### config.mk
export PLATFORM = sky130hd
export DESIGN_NAME = and_unit_arbiter
export DESIGN_NICKNAME = d
export VERILOG_FILES = /design/src/rtl/and_arb_pkg.sv /design/src/rtl/bitwise_and_unit.sv /design/src/rtl/and_unit_arbiter.sv
export SDC_FILE = /design/constraint.sdc
export NUM_CORES = 1
export LEC_CHECK = 0
export ABC_AREA = 1
export BUFFER_PORTS_ARGS = -buffer_cell sky130_fd_sc_hd__buf_2
export CAP_MARGIN = 20
export CORE_MARGIN = 1.5
export CORE_UTILIZATION = 43
export DETAILED_ROUTE_END_ITERATION = 10
export HOLD_SLACK_MARGIN = 0.15
export PLACE_DENSITY = 0.75
export SYNTH_ARGS = -nofsm -noshare
export SYNTH_HDL_FRONTEND = slang
export SYNTH_SLANG_ARGS = --single-unit
### constraint.sdc
create_clock -name clk -period 1.39 [get_ports clk]
set_input_delay 0.139 -clock clk [delete_from_list [all_inputs] [get_ports clk]]
set_output_delay 0.139 -clock clk [all_outputs]
set_load 0.01 [all_outputs]
### src/rtl/and_arb_pkg.sv
// Shared types and sizing helpers for the round-robin AND-unit arbiter.
package and_arb_pkg;

    localparam int DEF_N_REQ = 4;
    localparam int DEF_WIDTH = 4;

    typedef enum logic [1:0] {
        IDLE = 2'd0,
        CALC = 2'd1,
        RESP = 2'd2
    } arb_state_t;

    // A single requester still needs a one-bit id field.
    function automatic int clog2_min1(input int n);
        int r;
        r = 0;
        while ((1 << r) < n) begin
            r++;
        end
        return (r < 1) ? 1 : r;
    endfunction

endpackage

### src/rtl/bitwise_and_unit.sv
// Shared combinational AND datapath; zero latency, no flow control.
module bitwise_and_unit
    import and_arb_pkg::*;
#(
    parameter int WIDTH = DEF_WIDTH
) (
    input  logic [WIDTH-1:0] a_i,
    input  logic [WIDTH-1:0] b_i,
    output logic [WIDTH-1:0] y_o
);

    assign y_o = a_i & b_i;

endmodule

### src/rtl/and_unit_arbiter.sv
// Round-robin arbiter sharing one AND unit: gnt 1 cycle after req, res_valid 1 cycle after gnt, one result per 2 cycles.
// Requests stay pending until granted. Define AND_ARB_ZERO_FLAG_EN to add the res_zero output.
module and_unit_arbiter
    import and_arb_pkg::*;
#(
    parameter  int N_REQ = DEF_N_REQ,
    parameter  int WIDTH = DEF_WIDTH,
    localparam int ID_W  = clog2_min1(N_REQ)
) (
    input  logic                   clk,
    input  logic                   rst_n,
    input  logic [N_REQ-1:0]       req,
    input  logic [N_REQ*WIDTH-1:0] op_a,
    input  logic [N_REQ*WIDTH-1:0] op_b,
    output logic [N_REQ-1:0]       gnt,
    output logic [WIDTH-1:0]       res,
    output logic                   res_valid,
    output logic [ID_W-1:0]        res_id,
    output logic                   busy
`ifdef AND_ARB_ZERO_FLAG_EN
    ,
    output logic                   res_zero
`endif
);

    arb_state_t       state_q, state_d;
    logic [ID_W-1:0]  rr_ptr_q, rr_ptr_d;
    logic [ID_W-1:0]  id_q, id_d;
    logic [ID_W-1:0]  res_id_q, res_id_d;
    logic [WIDTH-1:0] a_q, a_d;
    logic [WIDTH-1:0] b_q, b_d;
    logic [WIDTH-1:0] res_q, res_d;
    logic [N_REQ-1:0] gnt_q, gnt_d;
    logic             res_valid_q, res_valid_d;

    logic [WIDTH-1:0] and_y;
    logic             win_vld;
    logic             hi_vld;
    logic [ID_W-1:0]  hi_idx, lo_idx, win_idx;
    logic [WIDTH-1:0] a_sel, b_sel;

    bitwise_and_unit #(
        .WIDTH (WIDTH)
    ) u_and (
        .a_i (a_q),
        .b_i (b_q),
        .y_o (and_y)
    );

    // Requesters above the last winner take priority; otherwise wrap to the lowest.
    always_comb begin
        hi_vld = 1'b0;
        hi_idx = '0;
        lo_idx = '0;
        for (int i = N_REQ - 1; i >= 0; i--) begin
            if (req[i]) begin
                if (i > int'(rr_ptr_q)) begin
                    hi_vld = 1'b1;
                    hi_idx = ID_W'(i);
                end else begin
                    lo_idx = ID_W'(i);
                end
            end
        end
    end

    assign win_vld = |req;
    assign win_idx = hi_vld ? hi_idx : lo_idx;

    always_comb begin
        a_sel = '0;
        b_sel = '0;
        for (int i = 0; i < N_REQ; i++) begin
            if (win_idx == ID_W'(i)) begin
                a_sel = op_a[i*WIDTH +: WIDTH];
                b_sel = op_b[i*WIDTH +: WIDTH];
            end
        end
    end

    always_comb begin
        state_d     = state_q;
        rr_ptr_d    = rr_ptr_q;
        id_d        = id_q;
        a_d         = a_q;
        b_d         = b_q;
        res_d       = res_q;
        res_id_d    = res_id_q;
        gnt_d       = '0;
        res_valid_d = 1'b0;
        case (state_q)
            IDLE, RESP: begin
                if (win_vld) begin
                    a_d      = a_sel;
                    b_d      = b_sel;
                    id_d     = win_idx;
                    rr_ptr_d = win_idx;
                    gnt_d    = N_REQ'(1) << win_idx;
                    state_d  = CALC;
                end else begin
                    state_d  = IDLE;
                end
            end
            CALC: begin
                res_d       = and_y;
                res_id_d    = id_q;
                res_valid_d = 1'b1;
                state_d     = RESP;
            end
            default: state_d = IDLE;
        endcase
    end

    always_ff @(posedge clk or negedge rst_n) begin
        if (!rst_n) begin
            state_q     <= IDLE;
            rr_ptr_q    <= ID_W'(N_REQ - 1);
            id_q        <= '0;
            a_q         <= '0;
            b_q         <= '0;
            res_q       <= '0;
            res_id_q    <= '0;
            gnt_q       <= '0;
            res_valid_q <= 1'b0;
        end else begin
            state_q     <= state_d;
            rr_ptr_q    <= rr_ptr_d;
            id_q        <= id_d;
            a_q         <= a_d;
            b_q         <= b_d;
            res_q       <= res_d;
            res_id_q    <= res_id_d;
            gnt_q       <= gnt_d;
            res_valid_q <= res_valid_d;
        end
    end

`ifdef AND_ARB_ZERO_FLAG_EN
    logic res_zero_q, res_zero_d;

    always_comb begin
        res_zero_d = res_zero_q;
        if (state_q == CALC) begin
            res_zero_d = ~|and_y;
        end
    end

    always_ff @(posedge clk or negedge rst_n) begin
        if (!rst_n) begin
            res_zero_q <= 1'b0;
        end else begin
            res_zero_q <= res_zero_d;
        end
    end

    assign res_zero = res_zero_q;
`endif

    assign gnt       = gnt_q;
    assign res       = res_q;
    assign res_valid = res_valid_q;
    assign res_id    = res_id_q;
    assign busy      = (state_q == CALC);

endmodule

### Yosys cells after proc, flatten, opt, wreduce, memory -nomap -nowiden

Index checks and enable logic that the tools add are counted.

| storage, ports and cells | value |
|---|---|
| logic and storage cells | 57 |
| bits of input ports | 38 |
| output and inout port bits | 12 |
| register bits after elaboration | 25 |

| cells by class | value |
|---|---|
| magnitude comparators | 3 |
| muxes and demuxes | 33 |
| equality and inequality tests | 5 |
| reductions and logical operators | 5 |
| shifts and indexed selects | 1 |
| bitwise gates (word level) | 1 |

Operators by type and width:

| cell | count |
|---|---|
| two-way mux 4 bit | 10 |
| two-way mux 2 bit | 14 |
| two-way mux 1 bit | 8 |
| equality test 2 bit, second input constant | 3 |
| AND 4 bit | 1 |
| equality test 2 x 1 -> 1 bit, second input constant | 2 |
| greater-than comparator 2 bit, first input constant | 2 |
| logical NOT 2 bit | 2 |
| one-hot mux 2 bit (2 select lines) | 1 |
| OR reduction 4 bit | 1 |
| left shift 1 x 2 -> 4 bit, first input constant | 1 |
| greater-than comparator 1 x 2 -> 1 bit, first input constant | 1 |
| AND reduction 2 bit | 1 |
| OR reduction 2 bit | 1 |

### Depth between registers and ports, before layout

Gate-level depths: netlist of the first run.

| depth | value |
|---|---|
| depth after elaboration | 14 |
| depth in mapped cells | 12 |
| depth with buffers taken out | 11 |

### Modules after synthesis

Synthesis of the first run repeated with hierarchy kept, for this count alone.

| unflattened totals | value |
|---|---|
| cell total of the unflattened synthesis | 170 |
| area total of the unflattened synthesis | 1275.0 µm² |

By module, submodules not included:

| module | sequential area each (µm²) | times used | area an instance (µm²) | cells each |
|---|---|---|---|---|
| and_unit_arbiter | 603.1 | 1 | 1244.9 | 162 |
| bitwise_and_unit | 0.0 | 1 | 30.0 | 8 |

### Worst setup path after synthesis of the first run

Ideal clock, no wire load.

| path | value |
|---|---|
| path kind | reg2reg |
| start | register rr_ptr_q[1] |
| end | register b_q[0] |
| setup slack | -0.117 ns |
| arrival time | 1.389 ns |
| period minus slack after synthesis | 1.507 ns |
| data required time | 1.273 ns |
| path buffers | 1 |
| stages on the path, launching flop included | 13 |
| library setup time | 0.117 ns |
| cell sequence | dfstp_2 inv_1 nand2_2 nand2_2 nor2_2 nand2_2 nand2_4 buf_6 nor2_4 nand2_1 nand3_1 nor2_1 nor2_1 |

| on the way | value |
|---|---|
| longest elaborated chain between the ends | 14 |
| elaborated cells on any way between the ends | 31 |
| those cells by class | order compare (3); eq/ne (3); mux (24); reduce/logical (1) |

Ends and longest elaborated chain:

| what | RTL line | text |
|---|---|---|
| start, declared | and_unit_arbiter.sv:27 | `logic [ID_W-1:0] rr_ptr_q, rr_ptr_d;` |
| start signal, assigned | and_unit_arbiter.sv:117 | `rr_ptr_q <= ID_W'(N_REQ - 1);` |
| start signal, assigned | and_unit_arbiter.sv:127 | `rr_ptr_q <= rr_ptr_d;` |
| greater-than comparator 2 bit | and_unit_arbiter.sv:57 | `if (i > int'(rr_ptr_q)) begin` |
| two-way mux 2 bit | and_unit_arbiter.sv:57 |  |
| two-way mux 2 bit | and_unit_arbiter.sv:56 | `if (req[i]) begin` |
| two-way mux 2 bit | and_unit_arbiter.sv:57 |  |
| two-way mux 2 bit | and_unit_arbiter.sv:56 |  |
| two-way mux 2 bit | and_unit_arbiter.sv:57 |  |
| two-way mux 2 bit (2 in series) | and_unit_arbiter.sv:56 |  |
| two-way mux 2 bit * | and_unit_arbiter.sv:68 | `assign win_idx = hi_vld ? hi_idx : lo_idx;` |
| logical NOT 2 bit | and_unit_arbiter.sv:74 | `if (win_idx == ID_W'(i)) begin` |
| two-way mux 4 bit (3 in series) | and_unit_arbiter.sv:74 |  |
| two-way mux 4 bit * | and_unit_arbiter.sv:74 |  |
| end signal, assigned | and_unit_arbiter.sv:120 | `b_q <= '0;` |
| end signal, assigned | and_unit_arbiter.sv:130 | `b_q <= b_d;` |
| end, declared | and_unit_arbiter.sv:31 | `logic [WIDTH-1:0] b_q, b_d;` |

Mark *: on every way between the ends. The rest lies on a longest branch, timed or not.
A chain may end at the register's enable or synchronous reset.

### Worst setup path after layout of the first run

| path | value |
|---|---|
| start | register rr_ptr_q[1] |
| end | register gnt_q[1] (netlist: gnt[1]) |

| on the way | value |
|---|---|
| longest elaborated chain between the ends | 12 |
| elaborated cells on any way between the ends | 26 |
| those cells by class | order compare (3); shift (1); mux (22) |

Ends and longest elaborated chain:

| what | RTL line | text |
|---|---|---|
| greater-than comparator 2 bit | and_unit_arbiter.sv:57 |  |
| two-way mux 2 bit | and_unit_arbiter.sv:57 |  |
| two-way mux 2 bit | and_unit_arbiter.sv:56 |  |
| two-way mux 2 bit | and_unit_arbiter.sv:57 |  |
| two-way mux 2 bit | and_unit_arbiter.sv:56 |  |
| two-way mux 2 bit | and_unit_arbiter.sv:57 |  |
| two-way mux 2 bit (2 in series) | and_unit_arbiter.sv:56 |  |
| two-way mux 2 bit * | and_unit_arbiter.sv:68 |  |
| left shift 1 x 2 -> 4 bit * | and_unit_arbiter.sv:98 | `gnt_d = N_REQ'(1) << win_idx;` |
| two-way mux 4 bit * | and_unit_arbiter.sv:93 | `if (win_vld) begin` |
| two-way mux 4 bit * | and_unit_arbiter.sv:91 | `case (state_q)` |
| named net gnt_d[1] | and_unit_arbiter.sv:33 | `logic [N_REQ-1:0] gnt_q, gnt_d;` |
| end signal, assigned | and_unit_arbiter.sv:133 | `gnt_q <= gnt_d;` |
| end, declared | and_unit_arbiter.sv:33 |  |

The timed path passes the listed nets; every way through them passes the cells marked *.

==> results.toml, run 1 <==
[outcome]
status = "finished with violations"
violations = "setup timing"

[sta]
fmax_ghz = 0.6131
finClkSkew_ns = 0.003636
finalSetupViolations = 16
slew_viol_final = 0
post-route-min-period_ns = 1.631
min_period_over_period_pct = 117.3
fin_hold_ws_ns = 0.1543
finalHoldViolCount = 0
tightest_slew_ns = 0.5510
rsz0062_at_grt = "yes"
slew-limit-headroom_pct = 63.13
setup_ws_ns = -0.2410

[drt]
wirelength_mm = 2.935
via_per_inst = 4.917
wire_per_inst_um = 11.08
drc = 0
antenna_left = 0
via_count = 1303
firstDrtPassIters = 4
drt_iter0_drc = 25

[global_route]
grt_pass1_wl_mm = 5.085
grt_pass1_vias = 1221
top_usage_layer = "met2"
grt_max_degree = 25
grt_util_met2_pct = 32.84
grt_use_total_pct = 19.85
grt_util_met1_pct = 25.63
use_met3_pct = 3.917
grt-ovfl-total = 0
antenna_found_initial = 0

[cts]
cts.sink_count = 24
clkTransAtPathRegs_ns = 0.13
insertion_delay_ns = 0.31
numCtsBuffers = 3
cts-root-buf = "clkbuf_4"
ctsHtreeMaxLevel = 1
cts_buffer_depth = 2
cts_tree = "yes"

[setup_path]
rrSetupSlack_ns = -0.24
critPathTopFamily = "flip-flops"
cp_data_required_time_ns = 1.65
cp.arrival_ns = 1.89
cp_num_buf_inv = 2
critical_path_class = "flop to flop"
r2r_start = "rr_ptr_q[1]"
rr_worst_depth = 8
path_common_cell = "nand2_4"
critPathLaunchType = "flop"
crit_path_max_fanout = 7
max_stage_delay_ns = 0.60
r2r_end = "gnt[1]"
slowest_stage = "dfstp_2"
path_cells = "nand3_1 -> o21ai_0 -> nand2_2 -> nand2_4 -> buf_4 -> buf_6 -> nand2_4 -> nor2_2"
end_kind = "flop"

[floorplanning]
die_width_um = 56.92
ios = 50
dieArea_sq_um = 3239
initial_core_util_pct = 45.33
die_h_um = 56.92
coreArea_sq_um = 2758
row_count = 19

[power_and_ir_drop]
leakage_nw = 1.001
switching_share_pct = 40.65
seq_power_share_pct = 33.2
p_sw_mw = 1.422
power_mw = 3.498
clockPowerShare_pct = 10.4
power_frac_comb_pct = 56.5
max-vdd-ir-drop_mv = 1.113
powerDensity_nw_per_um2 = 1885
p_int_mw = 2.076

[synth]
ys_seq_elements = 24
synth.avg_cell_area_sq_um = 7.716
syn_nets = 200
yosysWarnings = 0
ys.flop_type = "dfrtp_1"
synth-edff-count = 0
ys_seq_area_share_pct = 48.25
yosys.cell_types.count = 21
yosysTopAreaCellShare_pct = 44.04
synthTopCellsByArea = "dfrtp_1 44%, nand2_1 14%, nand3_1 10%"
synthCells = 162
yosysTopAreaCell = "dfrtp_1"
syn_area_sq_um = 1250
synth_async_sr_flop_share_pct = 100.0

[hold_path]
min_delay_worst_endpoint = "b_q[1]"
hold-path-cell-count = 5
worstHoldStart = "op_b[13]"
hp-class = "input pin to flop"

[placement]
gp_congestion = 0.7835
dp_slack_ns = -0.2577
placed_cell_area_sq_um = 1605
dp_hpwl_mm = 2.087
io_buffers = 49

[cells_and_area]
drive_gt1_share_pct = 45.30
nets = 273
final_util_pct = 67.29
fill_cells = 235
fin_area_sq_um = 1856
area_growth_pct = 48.45
diodes = 0

[flow_run]
cap_viol_max_count = 0
per-layer routing:
metal | wire, um | share of wire [%]
met1 | 1313 | 45
met2 | 1361 | 46
met3 | 207 | 7.1
met4 | 53 | 1.8
met5 | 0 | 0
sequential cells by signal, indices dropped and copies added (netlist names):
register / count
a_q: 4
b_q: 4
gnt: 4
res: 4
id_q: 2
res_id: 2
rr_ptr_q: 2
res_valid: 1
state_q: 1
cell usage in the layout (no fill, tap or decap), types with 4 or more instances in the layout:
| cell type | n |
|---|---|
| nor2_1 | 18 |
| nor2_2 | 4 |
| nand3_1 | 19 |
| inv_1 | 8 |
| inv_2 | 4 |
| dlygate4sd3_1 | 6 |
| nand3_2 | 7 |
| nand2_1 | 43 |
| dfrtp_1 | 22 |
| nand4_1 | 6 |
| buf_2 | 49 |
| nand2_2 | 7 |
| buf_4 | 14 |
worst max-delay path by stage:
stage / from / end / slack, ns / cells past startpoint
2_1_floorplan: rr_ptr_q[1] / b_q[0] / -0.11 / 12
3_3_place_gp: rr_ptr_q[1] / b_q[2] / -0.24 / 10
3_5_place_dp: rr_ptr_q[1] / b_q[2] / -0.26 / 10
4_1_cts: rr_ptr_q[1] / b_q[2] / -0.22 / 9
5_1_grt: rr_ptr_q[1] / a_q[2] / -0.37 / 11
6_report: rr_ptr_q[1] / gnt[1] / -0.24 / 8
power groups by stage:
| stage | clock (mW) | combinational (mW) | sequential (mW) |
|---|---|---|---|
| after floorplan | 0 | 0.965 | 1.20 |
| final | 0.363 | 1.98 | 1.16 |
| after detailed placement | 0 | 1.57 | 1.17 |
| after global routing | 0.405 | 2.19 | 1.20 |
| after global placement | 0 | 1.55 | 1.16 |
| after CTS | 0.368 | 1.79 | 1.16 |
worst reg2reg max path, delay by kind of cell, from the launching register on:
| kind | cells | cell delay, ns |
|---|---|---|
| simple gates | 5 | 0.52 |
| compound gates | 1 | 0.20 |
| flops | 1 | 0.60 |
| buf+inv | 2 | 0.25 |
synth_stat cells, types with 3 or more instances:
| library cell | count |
|---|---|
| nand2_2 | 6 |
| nand4_1 | 6 |
| nand3_1 | 26 |
| inv_1 | 9 |
| nand2_1 | 46 |
| nor2_1 | 21 |
| o21ai_0 | 6 |
| dfrtp_1 | 22 |
| inv_2 | 3 |
layout make-up:
type | instances | area, sq um | share of cell area, %
multi-input combinational | 120 | 648.1 | 34.93
sequential | 24 | 603.1 | 32.50
tap | 31 | 38.79 | 2.090
inverter | 12 | 45.04 | 2.428
clock buffer | 4 | 36.28 | 1.955
timing repair buffer | 74 | 484.2 | 26.10
logic make-up after synthesis:
family / Yosys count / share of synthesized area [%]
compound gates: 8 / 4.405
buf+inv: 18 / 6.706
flops: 24 / 48.25
simple gates: 112 / 40.64
per-stage QoR:
step	TNS (ns)	instances
after floorplan	-0.7426	162
after detailed placement	-2.317	249
after global placement	-2.174	249
final	-3.178	265
after CTS	-2.684	263
after global routing	-4.992	265
repair_timing:
item	CTS	global route
hold buffers	5	1
gates cloned	0	0
pin swaps	2	11
buffers inserted	5	1
gates resized for setup	8	19
endpoints found under the hold margin	28	1
endpoints found under the setup margin	16	16
Power figures use the tool's default switching activity.
==> inputs of run 2 (changes only) <==
--- a/config.mk
+++ b/config.mk
@@ -15,4 +15,5 @@
 export PLACE_DENSITY = 0.75
 export SYNTH_ARGS = -nofsm -noshare
 export SYNTH_HDL_FRONTEND = slang
+export SYNTH_HIERARCHICAL = 1
 export SYNTH_SLANG_ARGS = --single-unit
==> run 2 against run 1 <==
The flow still finishes with violations (setup timing). Synthesized area is 2.0% higher. Final area decreased by 2.0%. Highest routed layer unchanged. Fmax grew 0.80%. First-iteration DRC count up 140%. Critical path depth is 2 higher. Sequential power hardly changed. Die area up 1.9%. Critical path type unchanged. Worst hold slack gained 0.0028 ns.
==> results.toml, run 2 <==
[outcome]
status = "finished with violations"
violations = "setup timing"

[drt]
wirelength_mm = 3.005
firstDrtPassIters = 4
drc = 0
drt_iter0_drc = 61
via_per_inst = 4.790
antenna_left = 0
via_count = 1322
wire_per_inst_um = 10.89

[synth]
synthTopCellsByArea = "dfrtp_1 43%, nand2_1 16%, nand3_1 8.6%"
yosysTopAreaCellShare_pct = 43.18
yosysWarnings = 6
syn_area_sq_um = 1275
ys_seq_area_share_pct = 47.30
synth_async_sr_flop_share_pct = 100.0
ys_seq_elements = 24
yosys.cell_types.count = 21
syn_nets = 208
ys_top_cells_by_count = "54 x nand2_1, 22 x dfrtp_1, 22 x nand3_1"
synth-edff-count = 0
synth_most_common_cell = "nand2_1"
yosysTopAreaCell = "dfrtp_1"
synth.avg_cell_area_sq_um = 7.500
synthCells = 170
ys.flop_type = "dfrtp_1"

[floorplanning]
die_width_um = 57.45
dieArea_sq_um = 3301
initial_core_util_pct = 45.84
coreArea_sq_um = 2781
die_h_um = 57.45
row_count = 19
ios = 50

[cts]
insertion_delay_ns = 0.30
cts_buffer_depth = 2
numCtsBuffers = 3
cts-root-buf = "clkbuf_4"
cts_tree = "yes"
ctsHtreeMaxLevel = 1
cts.sink_count = 24
clkTransAtPathRegs_ns = 0.13

[setup_path]
cp_data_required_time_ns = 1.60
r2r_start = "rr_ptr_q[1]"
critPathLaunchType = "flop"
path_cells = "inv_1 -> nand2_2 -> buf_4 -> a21oi_4 -> buf_4 -> buf_4 -> nand4_1 -> nand4_1 -> nand2_1 -> nand2_1"
rrSetupSlack_ns = -0.23
path_common_cell = "buf_4"
max_stage_delay_ns = 0.58
r2r_end = "b_q[0]"
slowest_stage = "dfstp_2"
crit_path_max_fanout = 4
end_kind = "flop"
critPathTopFamily = "flip-flops"
critical_path_class = "flop to flop"
cp_num_buf_inv = 4
rr_worst_depth = 10
cp.arrival_ns = 1.83

[cells_and_area]
fin_area_sq_um = 1818
final_common_cell = "nand2_1"
final_cell_mix = "52 x nand2_1, 49 x buf_2, 22 x nand3_1, 22 x dfrtp_1, 19 x nor2_1"
area_growth_pct = 42.59
drive_gt1_share_pct = 39.59
final_util_pct = 65.36
diodes = 0
nets = 284

[hold_path]
hp-class = "input pin to flop"
min_delay_worst_endpoint = "a_q[0]"
worstHoldStart = "op_a[0]"
hold-path-cell-count = 5

[power_and_ir_drop]
powerDensity_nw_per_um2 = 1826
max-vdd-ir-drop_mv = 1.187
leakage_nw = 1.016

[global_route]
grt_use_total_pct = 18.92
grt_max_degree = 25
grt-ovfl-total = 0
grt_pass1_wl_mm = 4.981
antenna_found_initial = 0
grt_pass1_vias = 1181

[sta]
tightest_slew_ns = 0.5119
slew-limit-headroom_pct = 65.87
finClkSkew_ns = 0.008116
slew_viol_final = 0
finalHoldViolCount = 0
rsz0062_at_grt = "yes"
fmax_ghz = 0.6180
fin_hold_ws_ns = 0.1571
setup_tns_ns = -3.084
post-route-min-period_ns = 1.618
finalSetupViolations = 16
setup_ws_ns = -0.2280
min_period_over_period_pct = 116.4

[placement]
dp_hpwl_mm = 2.125
io_buffers = 49
dp_slack_ns = -0.2375
gp_congestion = 0.8074
placed_cell_area_sq_um = 1633

[flow_run]
cap_viol_max_count = 0
-- run 2: cell types whose count changed in the layout (fill, tap and decap cells not counted), sizes merged --
| cell | previous run | this run |
|---|---|---|
| nand2 | 53 | 62 |
| inv | 12 | 16 |
| nand3 | 26 | 22 |
| buf | 68 | 70 |
-- run 2: metrics by stage --
step | instances | power, mW
final | 276 | 3.319
after global routing | 276 | 3.617
after CTS | 273 | 3.189
after detailed placement | 259 | 2.752
after global placement | 259 | 2.718
after floorplan | 170 | 2.201
-- run 2: per-layer routing --
metal  up-vias  GRT usage (%)  routed length [um]
li1        695              -                   -
met1       570          25.44                1381
met2        53          31.66                1394
met3         4          3.175                 194
met4         0          4.983                  34
met5         -              0                   0
-- run 2: what timing repair did --
item | CTS | global route
buffers inserted | 3 | 3
hold buffers | 6 | 0
endpoints found under the setup margin | 14 | 16
pin swaps | 4 | 4
cloned | 1 | 0
endpoints found under the hold margin | 27 | 0
resized for setup | 5 | 9
-- run 2: how the worst max path moves through the flow --
stage                start      to  slack, ns  cells past startpoint
3_5_place_dp   rr_ptr_q[1]  b_q[0]      -0.24                     10
4_1_cts        rr_ptr_q[0]  a_q[0]      -0.17                     11
3_3_place_gp   rr_ptr_q[1]  a_q[0]      -0.23                     10
5_1_grt        rr_ptr_q[1]  a_q[1]      -0.34                     11
2_1_floorplan  rr_ptr_q[1]  a_q[0]      -0.11                     12
6_report       rr_ptr_q[1]  b_q[0]      -0.23                     10
-- run 2: cell families (layout without fill, tap and decap cells) --
group	after synthesis	count (layout)	synth area share, %
compound gates	8	8	4.319
simple gates	116	117	40.63
buf+inv	22	96	7.752
flops	24	24	47.30
-- run 2: worst reg2reg max path, delay by kind of cell (launching register included) --
family	cells	cell delay, ns
buffers and inverters	4	0.45
AO/OA/AOI/OAI	1	0.06
AND/OR/NAND/NOR	5	0.45
flip-flops	1	0.58
-- run 2: area by class of cell --
type | count | area, sq um
inverter | 16 | 60.06
multi-input combinational | 125 | 615.6
clock buffer | 4 | 26.28
fill | 239 | 963.4
sequential | 24 | 603.1
timing repair buffer | 76 | 474.2
tap | 31 | 38.79
-- run 2: where the power goes --
group	total (mW)	internal, mW	switching (mW)
combinational	1.86	0.838	1.02
sequential	1.15	1.01	0.144
clock	0.307	0.112	0.195
